$ cat config.mk
export PLATFORM = sky130hd
export DESIGN_NAME = alu_exec_ctrl
export DESIGN_NICKNAME = d
export VERILOG_FILES = /design/src/rtl/alu_pkg.sv /design/src/rtl/alu_core.sv /design/src/rtl/alu_exec_ctrl.sv
export SDC_FILE = /design/constraint.sdc
export NUM_CORES = 1
export LEC_CHECK = 0
export BUFFER_PORTS_ARGS = -buffer_cell sky130_fd_sc_hd__buf_2
export CORE_UTILIZATION = 55
export DETAILED_ROUTE_END_ITERATION = 6
export PLACE_DENSITY = 0.84
export SETUP_SLACK_MARGIN = 0.05
export SLEW_MARGIN = 30
export SYNTH_ARGS = -nofsm -noshare
export SYNTH_HDL_FRONTEND = slang
export SYNTH_SLANG_ARGS = --single-unit
$ cat constraint.sdc
create_clock -name clk -period 4 [get_ports clk]
set_clock_uncertainty 0.15 [all_clocks]
set_input_delay 0 -clock clk [delete_from_list [all_inputs] [get_ports clk]]
set_output_delay 0 -clock clk [all_outputs]
set_load 0.005 [all_outputs]
$ cat src/rtl/alu_pkg.sv
// Shared definitions for the execute controller: opcodes, FSM states, default widths.
package alu_pkg;

   localparam int DEF_DATA_W = 16;
   localparam int DEF_ADDR_W = 3;

   typedef enum logic [2:0] {
      OP_ADD  = 3'b000,
      OP_SUB  = 3'b001,
      OP_AND  = 3'b010,
      OP_OR   = 3'b011,
      OP_XOR  = 3'b100,
      OP_NOTA = 3'b101,
      OP_SHL1 = 3'b110,
      OP_MOVA = 3'b111
   } opcode_e;

   typedef enum logic [1:0] {
      ST_IDLE  = 2'd0,
      ST_READ  = 2'd1,
      ST_EXEC  = 2'd2,
      ST_WRITE = 2'd3
   } state_e;

endpackage

$ cat src/rtl/alu_core.sv
// Combinational ALU: result plus carry/zero (flag outputs exist only with ALU_EXEC_FLAGS_EN).
// Zero latency, no flow control.
module alu_core
   import alu_pkg::*;
#(
   parameter int DATA_W = DEF_DATA_W
) (
   input  logic [2:0]        opcode,
   input  logic [DATA_W-1:0] a,
   input  logic [DATA_W-1:0] b,
   output logic [DATA_W-1:0] result
`ifdef ALU_EXEC_FLAGS_EN
   ,
   output logic              carry,
   output logic              zero
`endif
);

   always_comb begin
      result = '0;
      case (opcode_e'(opcode))
         OP_ADD:  result = a + b;
         OP_SUB:  result = a - b;
         OP_AND:  result = a & b;
         OP_OR:   result = a | b;
         OP_XOR:  result = a ^ b;
         OP_NOTA: result = ~a;
         OP_SHL1: result = {a[DATA_W-2:0], 1'b0};
         OP_MOVA: result = a;
         default: result = '0;
      endcase
   end

`ifdef ALU_EXEC_FLAGS_EN
   logic [DATA_W:0] sum_ext;

   // SUB carry is the borrow, i.e. a < b unsigned.
   always_comb begin
      sum_ext = {1'b0, a} + {1'b0, b};
      carry   = 1'b0;
      case (opcode_e'(opcode))
         OP_ADD:  carry = sum_ext[DATA_W];
         OP_SUB:  carry = (a < b);
         OP_SHL1: carry = a[DATA_W-1];
         default: carry = 1'b0;
      endcase
   end

   assign zero = (result == '0);
`endif

endmodule

$ cat src/rtl/alu_exec_ctrl.sv
// Read-execute-writeback controller for the 8x16 register file; 4 cycles per instruction,
// instr_ready high only in IDLE. Flags built only when ALU_EXEC_FLAGS_EN is defined, else tied 0.
module alu_exec_ctrl
   import alu_pkg::*;
#(
   parameter int DATA_W = DEF_DATA_W,
   parameter int ADDR_W = DEF_ADDR_W
) (
   input  logic              clk,
   input  logic              reset_n,
   input  logic              instr_valid,
   output logic              instr_ready,
   input  logic [2:0]        opcode,
   input  logic [ADDR_W-1:0] dst,
   input  logic [ADDR_W-1:0] src_a,
   input  logic [ADDR_W-1:0] src_b,
   output logic [ADDR_W-1:0] rd_addr_a,
   output logic [ADDR_W-1:0] rd_addr_b,
   input  logic [DATA_W-1:0] d_out_a,
   input  logic [DATA_W-1:0] d_out_b,
   output logic              wr,
   output logic [ADDR_W-1:0] wr_addr,
   output logic [DATA_W-1:0] d_in,
   output logic              done,
   output logic              flag_z,
   output logic              flag_c
);

   state_e              state_q, state_d;
   logic [2:0]          opc_q, opc_d;
   logic [ADDR_W-1:0]   dst_q, dst_d;
   logic [ADDR_W-1:0]   srca_q, srca_d;
   logic [ADDR_W-1:0]   srcb_q, srcb_d;
   logic [DATA_W-1:0]   opa_q, opa_d;
   logic [DATA_W-1:0]   opb_q, opb_d;
   logic [DATA_W-1:0]   res_q, res_d;
   logic [DATA_W-1:0]   alu_res;

   always_comb begin
      state_d = state_q;
      opc_d   = opc_q;
      dst_d   = dst_q;
      srca_d  = srca_q;
      srcb_d  = srcb_q;
      opa_d   = opa_q;
      opb_d   = opb_q;
      res_d   = res_q;
      case (state_q)
         ST_IDLE: begin
            if (instr_valid) begin
               opc_d   = opcode;
               dst_d   = dst;
               srca_d  = src_a;
               srcb_d  = src_b;
               state_d = ST_READ;
            end
         end
         ST_READ: begin
            opa_d   = d_out_a;
            opb_d   = d_out_b;
            state_d = ST_EXEC;
         end
         ST_EXEC: begin
            res_d   = alu_res;
            state_d = ST_WRITE;
         end
         ST_WRITE: begin
            state_d = ST_IDLE;
         end
         default: state_d = ST_IDLE;
      endcase
   end

   always_ff @(posedge clk or negedge reset_n) begin
      if (!reset_n) begin
         state_q <= ST_IDLE;
         opc_q   <= '0;
         dst_q   <= '0;
         srca_q  <= '0;
         srcb_q  <= '0;
         opa_q   <= '0;
         opb_q   <= '0;
         res_q   <= '0;
      end else begin
         state_q <= state_d;
         opc_q   <= opc_d;
         dst_q   <= dst_d;
         srca_q  <= srca_d;
         srcb_q  <= srcb_d;
         opa_q   <= opa_d;
         opb_q   <= opb_d;
         res_q   <= res_d;
      end
   end

   // Outputs decode straight from state, so an async reset drops wr/done at once.
   assign instr_ready = (state_q == ST_IDLE);
   assign rd_addr_a   = srca_q;
   assign rd_addr_b   = srcb_q;
   assign wr          = (state_q == ST_WRITE);
   assign done        = (state_q == ST_WRITE);
   assign wr_addr     = dst_q;
   assign d_in        = res_q;

`ifdef ALU_EXEC_FLAGS_EN
   logic alu_carry, alu_zero;
   logic carry_q, carry_d, zero_q, zero_d;
   logic flag_c_q, flag_c_d, flag_z_q, flag_z_d;

   alu_core #(.DATA_W(DATA_W)) u_alu_core (
      .opcode (opc_q),
      .a      (opa_q),
      .b      (opb_q),
      .result (alu_res),
      .carry  (alu_carry),
      .zero   (alu_zero)
   );

   // Flags captured in EXEC, made visible only once the write retires.
   always_comb begin
      carry_d  = carry_q;
      zero_d   = zero_q;
      flag_c_d = flag_c_q;
      flag_z_d = flag_z_q;
      if (state_q == ST_EXEC) begin
         carry_d = alu_carry;
         zero_d  = alu_zero;
      end
      if (state_q == ST_WRITE) begin
         flag_c_d = carry_q;
         flag_z_d = zero_q;
      end
   end

   always_ff @(posedge clk or negedge reset_n) begin
      if (!reset_n) begin
         carry_q  <= 1'b0;
         zero_q   <= 1'b0;
         flag_c_q <= 1'b0;
         flag_z_q <= 1'b0;
      end else begin
         carry_q  <= carry_d;
         zero_q   <= zero_d;
         flag_c_q <= flag_c_d;
         flag_z_q <= flag_z_d;
      end
   end

   assign flag_z = flag_z_q;
   assign flag_c = flag_c_q;
`else
   alu_core #(.DATA_W(DATA_W)) u_alu_core (
      .opcode (opc_q),
      .a      (opa_q),
      .b      (opb_q),
      .result (alu_res)
   );

   assign flag_z = 1'b0;
   assign flag_c = 1'b0;
`endif

endmodule

## After elaboration in Yosys (flattened, before gate mapping)

Cells that the tools add are included.

| operators by class | value |
|---|---|
| add/sub/neg operators | 2 |
| equal/unequal tests | 11 |
| multiplexer cells | 3 |
| bitwise gates (word level) | 4 |
| reductions and logical operators | 3 |

Operator list:

| operator | count |
|---|---|
| case mux 16 bit (8 select lines) | 1 |
| adder 16 bit | 1 |
| bitwise AND 16 bit | 1 |
| inverter 16 bit | 1 |
| bitwise OR 16 bit | 1 |
| subtractor 16 bit | 1 |
| bitwise XOR 16 bit | 1 |
| equality test 3 bit, second input constant | 4 |
| case mux 2 bit (4 select lines) | 1 |
| equality test 3 x 2 -> 1 bit, second input constant | 2 |
| equality test 2 bit, second input constant | 2 |
| equality test 3 x 1 -> 1 bit, second input constant | 1 |
| logical NOT 3 bit | 1 |
| equality test 2 x 1 -> 1 bit, second input constant | 1 |
| logical NOT 2 bit | 1 |
| two-way mux 2 bit | 1 |
| != test 2 bit, second input constant | 1 |
| AND reduction 2 bit | 1 |

| storage, ports and cells | value |
|---|---|
| register bits after elaboration | 62 |
| input bits | 47 |
| output and inout port bits | 30 |
| logic and storage cells | 31 |

## Longest topological paths before layout

Gate-level depths: netlist (run 1).

| depth | value |
|---|---|
| word-level depth | 2 |
| mapped depth | 13 |

## Modules after synthesis

From an unflattened synthesis (run 1), not the netlist that was laid out.

| unflattened totals | value |
|---|---|
| cells, all modules | 506 |
| area total of the unflattened synthesis | 5037.3 um2 |

Modules (own cells, without submodules):

| module | times used | cells an instance | area each (um2) |
|---|---|---|---|
| alu_core | 1 | 362 | 2541.2 |
| alu_exec_ctrl | 1 | 144 | 2496.1 |

## Worst setup path after synthesis (run 1)

No wires, ideal clock.

| timing path | value |
|---|---|
| path type | register -> register |
| from | register opb_q[4] |
| to | register res_q[15] (netlist: d_in[15]) |
| arrival | 2.916 ns |
| required time | 3.722 ns |
| path slack | 0.806 ns |
| cell stages (with the launch flop) | 13 |
| path buffers | 0 |
| clock period less this slack | 3.194 ns |
| cell sequence | dfrtp_1 > or3_4 > nand3b_4 > or4_4 > o21ai_1 > xnor2_1 > ha_1 > a21oi_1 > o211ai_1 > nor4_1 > or3_1 > xnor2_1 > o21ai_1 |

| between the ends | value |
|---|---|
| longest elaborated chain between the ends | 2 |

Ends and longest elaborated chain:

| item | line | text |
|---|---|---|
| start: declaration | alu_exec_ctrl.sv:35 | `logic [DATA_W-1:0] opb_q, opb_d;` |
| start signal: assignment | alu_exec_ctrl.sv:91 | `opb_q <= opb_d;` |
| subtractor 16 bit or adder 16 bit (tied branches) | alu_core.sv:23, alu_core.sv:22 |  |
| case mux 16 bit (8 select lines) * | alu_core.sv:21 | `case (opcode_e'(opcode))` |
| end signal: assignment | alu_exec_ctrl.sv:92 | `res_q <= res_d;` |
| end: declaration | alu_exec_ctrl.sv:36 | `logic [DATA_W-1:0] res_q, res_d;` |

Mark *: on every way between the ends. The rest lies on a longest branch, timed or not.
A chain may end at the register's enable or synchronous reset.

## Worst setup path in the final report (run 1)

Ends and elaborated chain as after synthesis.

==> results of run 1 <==
## sequential cells by signal, summed over array words and instances, names as in the netlist
name and flops:
rd_addr_a 3, rd_addr_b 3, wr_addr 3, opb_q 16
d_in 16, opc_q 3, state_q 2, opa_q 16
## worst paths after layout
path                                    endpoint  slack (ns)
max in group asynchronous    d_in[4]$_DFFE_PN0P_        2.97
min in group clk            opa_q[2]$_DFFE_PN0N_        0.24
setup reg to reg            d_in[15]$_DFFE_PN0P_        0.56
hold reg to reg              d_in[4]$_DFFE_PN0P_        0.35
setup / recovery            d_in[15]$_DFFE_PN0P_        0.56
hold / removal             opb_q[15]$_DFFE_PN0N_        0.19
## stage by stage
step	hold slack [ns]	area (sq um)
floorplan	-0.446	4660
global placement	0.0544	5090
detailed placement	0.0628	5100
CTS	0.225	5770
global route	0.261	5770
finish	0.192	5770
## power breakdown
group,leakage [uW],internal [uW],total [uW],switching [uW]
clock network,0.000106,350,616,266
logic,0.00186,1770,4150,2370
registers,0.000745,953,1290,333
total,0.00271,3080,6050,2970
## layer usage
metal / share of wire / vias to the layer above
met5: 0 / -
met4: 0.026 / 0
met3: 0.055 / 30
met2: 0.50 / 183
met1: 0.42 / 2084
li1: - / 2052
## tightest hold or removal path: stages
cell	delay [ns]
dlygate4sd3_1	0.52
buf_2	0.09
buf_4	0.62
## cell usage after synthesis (4+ instances only)
cell type | count | area [sq um]
a22oi_1 | 6 | 45.0
o31ai_1 | 5 | 37.5
a21o_1 | 4 | 30.0
mux2_2 | 15 | 169
xnor2_1 | 30 | 263
buf_2 | 6 | 30.0
a21oi_1 | 24 | 120
nand2_1 | 57 | 214
nand2b_1 | 4 | 25.0
o211ai_1 | 5 | 37.5
a221oi_1 | 9 | 78.8
clkbuf_1 | 19 | 71.3
inv_1 | 42 | 158
xor2_1 | 6 | 52.6
o21ai_0 | 40 | 200
o21ai_1 | 14 | 70.1
ha_1 | 52 | 651
mux2i_1 | 13 | 130
o22ai_1 | 13 | 81.3
a22o_1 | 8 | 70.1
a31oi_1 | 6 | 37.5
nand3_1 | 4 | 20.0
nor2_1 | 29 | 109
dfrtp_1 | 62 | 1550
## cells by family (layout without fill, tap and decap cells)
| logic type | Yosys count | in the layout | synth area share |
|---|---|---|---|
| flops | 62 | 62 | 0.333 |
| fa+ha+maj | 53 | 53 | 0.144 |
| buf+inv | 73 | 187 | 0.0629 |
| simple gates | 113 | 113 | 0.111 |
| other cells | 1 | 2 | 0.000805 |
| xor+xnor | 36 | 36 | 0.0677 |
| mux | 30 | 30 | 0.0715 |
| compound gates | 151 | 151 | 0.209 |
## area by class of cell
class / instances / area (sq um) / area share
repair buffers: 127 / 883 / 0.153
inverters: 44 / 165 / 0.0286
clock inverters: 6 / 86.3 / 0.0150
well taps: 105 / 131 / 0.0228
multi-input cells: 385 / 2830 / 0.490
clock buffers: 10 / 128 / 0.0221
flip-flops and latches: 62 / 1550 / 0.269
==> results.sh, run 1 <==
export IMPL_period_minus_slack_ns=3.44
export IMPL_final_common_cell="buf_2"
export IMPL_root_buffer="clkbuf_8"
export IMPL_critical_path_buf_inv_count=0
export IMPL_hold_viol=0
export IMPL_drv_cap=0
export IMPL_max_vdd_ir_drop_v=0.000564
export IMPL_startpoint_type="register"
export IMPL_core_sq_um=8220
export IMPL_startpoint="opb_q[4]$_DFFE_PN0N_"
export IMPL_hpwl_um=8240
export IMPL_grt_pass1_vias=4300
export IMPL_max_freq_mhz=291
export IMPL_drt_pass1_iter_count=5
export IMPL_max_slew_margin=0.465
export IMPL_wirelength_um=12800
export IMPL_p_per_area_nw_per_um2=1050
export IMPL_clk_path_buf_depth=2
export IMPL_worstReg2RegStart="opb_q[4]$_DFFE_PN0N_"
export IMPL_cts_setup_buffers=0
export IMPL_syn_area_sq_um=4660
export IMPL_cts_tree="yes"
export IMPL_synth_edff_count=0
export IMPL_routedWlPerCell_um=17.3
export IMPL_ctsResizeCount=0
export IMPL_gp_congestion=0.942
export IMPL_antenna_found_initial=0
export IMPL_power_leakage_uw=0.00271
export IMPL_finalNonFillerCells=739
export IMPL_drtIter0Drc=265
export IMPL_io_pins=77
export IMPL_ctsHoldBuffers=46
export IMPL_num_vias=4349
export IMPL_hold_path_class="primary input to async pin"
export IMPL_status="completed"
export IMPL_die_w_um=94.0
export IMPL_htreeDepth=3
export IMPL_grtUsageMet1=0.386
export IMPL_start_util=0.567
export IMPL_utilization=0.703
export IMPL_reg2reg_depth=12
export IMPL_post_route_period_util=0.859
export IMPL_syn2layout_area_growth_pct=24.0
export IMPL_clk_latency_ns=0.36
export IMPL_yosysWarnings=0
export IMPL_crit_cells=12
export IMPL_dieArea_sq_um=8840
export IMPL_synth_seq_area_share=0.333
export IMPL_use_met2=0.527
export IMPL_pre_cts_slack_ns=0.578
export IMPL_async_flop_share=1.00
export IMPL_synthFlopType="dfrtp_1"
export IMPL_cpLargestDelayFamily="simple AND/OR/NAND/NOR gates"
export IMPL_grt_pass1_wl_um=20900
export IMPL_setup_ws_ns=0.562
export IMPL_tns_ns=0
export IMPL_grt_use_total=0.307
export IMPL_rsz0062_at_grt="no"
export IMPL_drive_gt1_frac=0.189
export IMPL_crit_path_end_kind="register"
export IMPL_grt_overflow_total=0
export IMPL_worstPathCellList="or3_4 > nand3b_4 > or4_4 > o21ai_1 > xnor2_1 > ha_1 > a21oi_1 > o211ai_1 > nor4_1 > or3_1 > xnor2_1 > o21ai_1"
export IMPL_synth_avg_cell_area_sq_um=8.97
export IMPL_synth_distinct_cells=58
export IMPL_arrival_ns=3.51
export IMPL_ys_ff_latch=62
export IMPL_critical_path_slowest_cell="or4_4"
export IMPL_critPathKind="register to register"
export IMPL_final_cell_mix="74 x buf_2, 62 x dfrtp_1, 57 x nand2_1"
export IMPL_dp_cells=677
export IMPL_route_detailed_drc=0
export IMPL_num_fill_cells=619
export IMPL_cts_sinks=62
export IMPL_cts_buffers=9
export IMPL_slowest_delay_ns=0.51
export IMPL_final_antenna_net_count=0
export IMPL_tightest_slew_ns=0.803
export IMPL_fp_dieH_um=94.0
export IMPL_io_buffers=74
export IMPL_clk_pin_slew_ns=0.08
export IMPL_rows=33
export IMPL_vias_per_cell=5.88
export IMPL_nets=729
export IMPL_antenna_cells=0
export IMPL_use_met3=0.0583
export IMPL_setup_violations=0
export IMPL_drv_slew=0
export IMPL_grt_busiest_layer="met2"
export IMPL_grt_max_degree=65
export IMPL_total_power_uw=6050
export IMPL_netlist_instances=519
export IMPL_path_max_fanout=5
export IMPL_worst_ep_required_time_ns=4.08
Power figures use the tool's default switching activity.
==> run 2: changes to the inputs <==
--- a/config.mk
+++ b/config.mk
@@ -6,9 +6,9 @@
 export NUM_CORES = 1
 export LEC_CHECK = 0
 export BUFFER_PORTS_ARGS = -buffer_cell sky130_fd_sc_hd__buf_2
-export CORE_UTILIZATION = 55
+export CORE_UTILIZATION = 52
 export DETAILED_ROUTE_END_ITERATION = 6
-export PLACE_DENSITY = 0.84
+export PLACE_DENSITY = 0.83
 export SETUP_SLACK_MARGIN = 0.05
 export SLEW_MARGIN = 30
 export SYNTH_ARGS = -nofsm -noshare
==> constraint.sdc (replaced) <==
create_clock -name clk -period 3.05 [get_ports clk]
set_clock_uncertainty 0.15 [all_clocks]
set_input_delay 0 -clock clk [delete_from_list [all_inputs] [get_ports clk]]
set_output_delay 0 -clock clk [all_outputs]
set_load 0.005 [all_outputs]
==> results.sh, run 2 (synthesis results as in run 1) <==
export IMPL_fp_dieH_um=96.6
export IMPL_start_util=0.536
export IMPL_finalNonFillerCells=784
export IMPL_cts_buffers=9
export IMPL_whs_ns=0.0908
export IMPL_final_antenna_net_count=0
export IMPL_wl_met2_um=6720
export IMPL_setup_ws_ns=-0.111
export IMPL_grt_use_total=0.296
export IMPL_drv_cap=0
export IMPL_syn2layout_area_growth_pct=32.8
export IMPL_crit_path_end_kind="register"
export IMPL_io_pins=77
export IMPL_grt_max_degree=65
export IMPL_rsz0062_at_grt="yes"
export IMPL_nets=771
export IMPL_max_freq_mhz=316
export IMPL_hold_path_class="primary input to async pin"
export IMPL_antenna_found_initial=0
export IMPL_wirelength_um=13700
export IMPL_cts_tree="yes"
export IMPL_drive_gt1_frac=0.265
export IMPL_rows=34
export IMPL_status="finished, violations left"
export IMPL_grt_pass1_vias=4565
export IMPL_dieArea_sq_um=9340
export IMPL_clk_path_buf_depth=2
export IMPL_failed_checks="setup timing"
export IMPL_clk_pin_slew_ns=0.08
export IMPL_num_vias=4588
export IMPL_grt_pass1_wl_um=22000
export IMPL_grt_overflow_total=0
export IMPL_vias_per_cell=5.85
export IMPL_final_common_cell="buf_2"
export IMPL_post_route_period_util=1.04
export IMPL_drtIter0Drc=274
export IMPL_final_cell_mix="74 x buf_2, 62 x dfrtp_1, 57 x nand2_1"
export IMPL_post_dp_cell_area_sq_um=5390
export IMPL_wl_met3_um=815
export IMPL_clk_latency_ns=0.37
export IMPL_core_sq_um=8680
export IMPL_drv_slew=0
export IMPL_dp_cells=718
export IMPL_hold_viol=0
export IMPL_gp_congestion=0.954
export IMPL_cts_sinks=62
export IMPL_route_detailed_drc=0
export IMPL_tns_ns=-0.120
export IMPL_drt_pass1_iter_count=5
export IMPL_arrival_ns=3.25
export IMPL_fin_area_sq_um=6180
export IMPL_htreeDepth=3
export IMPL_worst_ep_required_time_ns=3.14
export IMPL_period_minus_slack_ns=3.16
export IMPL_met1Wirelength_um=5660
export IMPL_routedWlPerCell_um=17.5
export IMPL_startpoint_type="register"
export IMPL_path_max_fanout=5
export IMPL_antenna_cells=0
export IMPL_highest_layer="met4"
export IMPL_setup_violations=3
export IMPL_root_buffer="clkbuf_8"
export IMPL_die_w_um=96.6
export IMPL_max_slew_margin=0.367
export IMPL_hpwl_um=9000
export IMPL_critPathKind="register to register"
export IMPL_io_buffers=74
export IMPL_tightest_slew_ns=0.947
[run 2: cell count changes in the layout (fill, tap and decap cells not counted), sizes merged]
cell,change
clkbuf,-1
clkinv,-2
clkinvlp,+1
buf,+42
inv,+3
bufinv,-1
[run 2: area by class of cell]
| cell class | count | area, sq um |
|---|---|---|
| Multi-Input combinational cell | 385 | 2930 |
| Fill cell | 653 | 2500 |
| Sequential cell | 62 | 1550 |
| Timing Repair Buffer | 169 | 1200 |
| Inverter | 44 | 165 |
| Tap cell | 108 | 135 |
| Clock buffer | 9 | 124 |
| Clock inverter | 7 | 80.1 |
[run 2: critical path, cell delays in order, from the launching register on]
cell and delay, ns:
dfrtp_1 0.38, or3_4 0.39, buf_4 0.16, nor4_2 0.35, buf_4 0.19, nor2_1 0.05, xnor2_1 0.18, ha_1 0.27
a21oi_2 0.10, o211ai_1 0.16, nor2_1 0.05, or3_1 0.36, xnor2_1 0.16, o21ai_1 0.07
[run 2: through the flow]
| stage | util | setup WS (ns) |
|---|---|---|
| after floorplan | - | -0.0187 |
| after CTS | 0.701 | -0.101 |
| final | 0.712 | -0.111 |
| after global placement | 0.621 | -0.0691 |
| after global routing | 0.712 | -0.299 |
| after detailed placement | 0.621 | -0.114 |
[run 2: worst paths after layout]
| path | start | endpoint | slack [ns] | cells after the start |
|---|---|---|---|---|
| min in group clk | d_out_a[14] | opa_q[14]$_DFFE_PN0N_ | 0.21 | 4 |
| max in group asynchronous | reset_n | opb_q[10]$_DFFE_PN0N_ | 1.75 | 3 |
| worst min-delay path | reset_n | opb_q[13]$_DFFE_PN0N_ | 0.09 | 2 |
| worst min register to register | d_in[4]$_DFFE_PN0P_ | d_in[4]$_DFFE_PN0P_ | 0.33 | 1 |
| worst max-delay path | opb_q[5]$_DFFE_PN0N_ | d_in[15]$_DFFE_PN0P_ | -0.11 | 13 |
| worst max register to register | opb_q[5]$_DFFE_PN0N_ | d_in[15]$_DFFE_PN0P_ | -0.11 | 13 |
[run 2: metal layers]
metal  track usage  up-vias
met3        0.0658       46
li1              -     2131
met5             0        -
met1         0.361     2218
met2         0.500      193
met4         0.131        0
[run 2: timing repair]
action,4_1_cts,5_1_grt
pin swaps,6,10
hold buffers,46,0
hold endpoints to repair,76,0
endpoints found under the setup margin,5,10
buffers inserted,1,3
gates cloned,0,0
resized for setup,6,12
Power of run 2 is left out: the tool's default activity adds up to more than one toggle a clock period on the data nets, which glitch-free logic cannot reach.
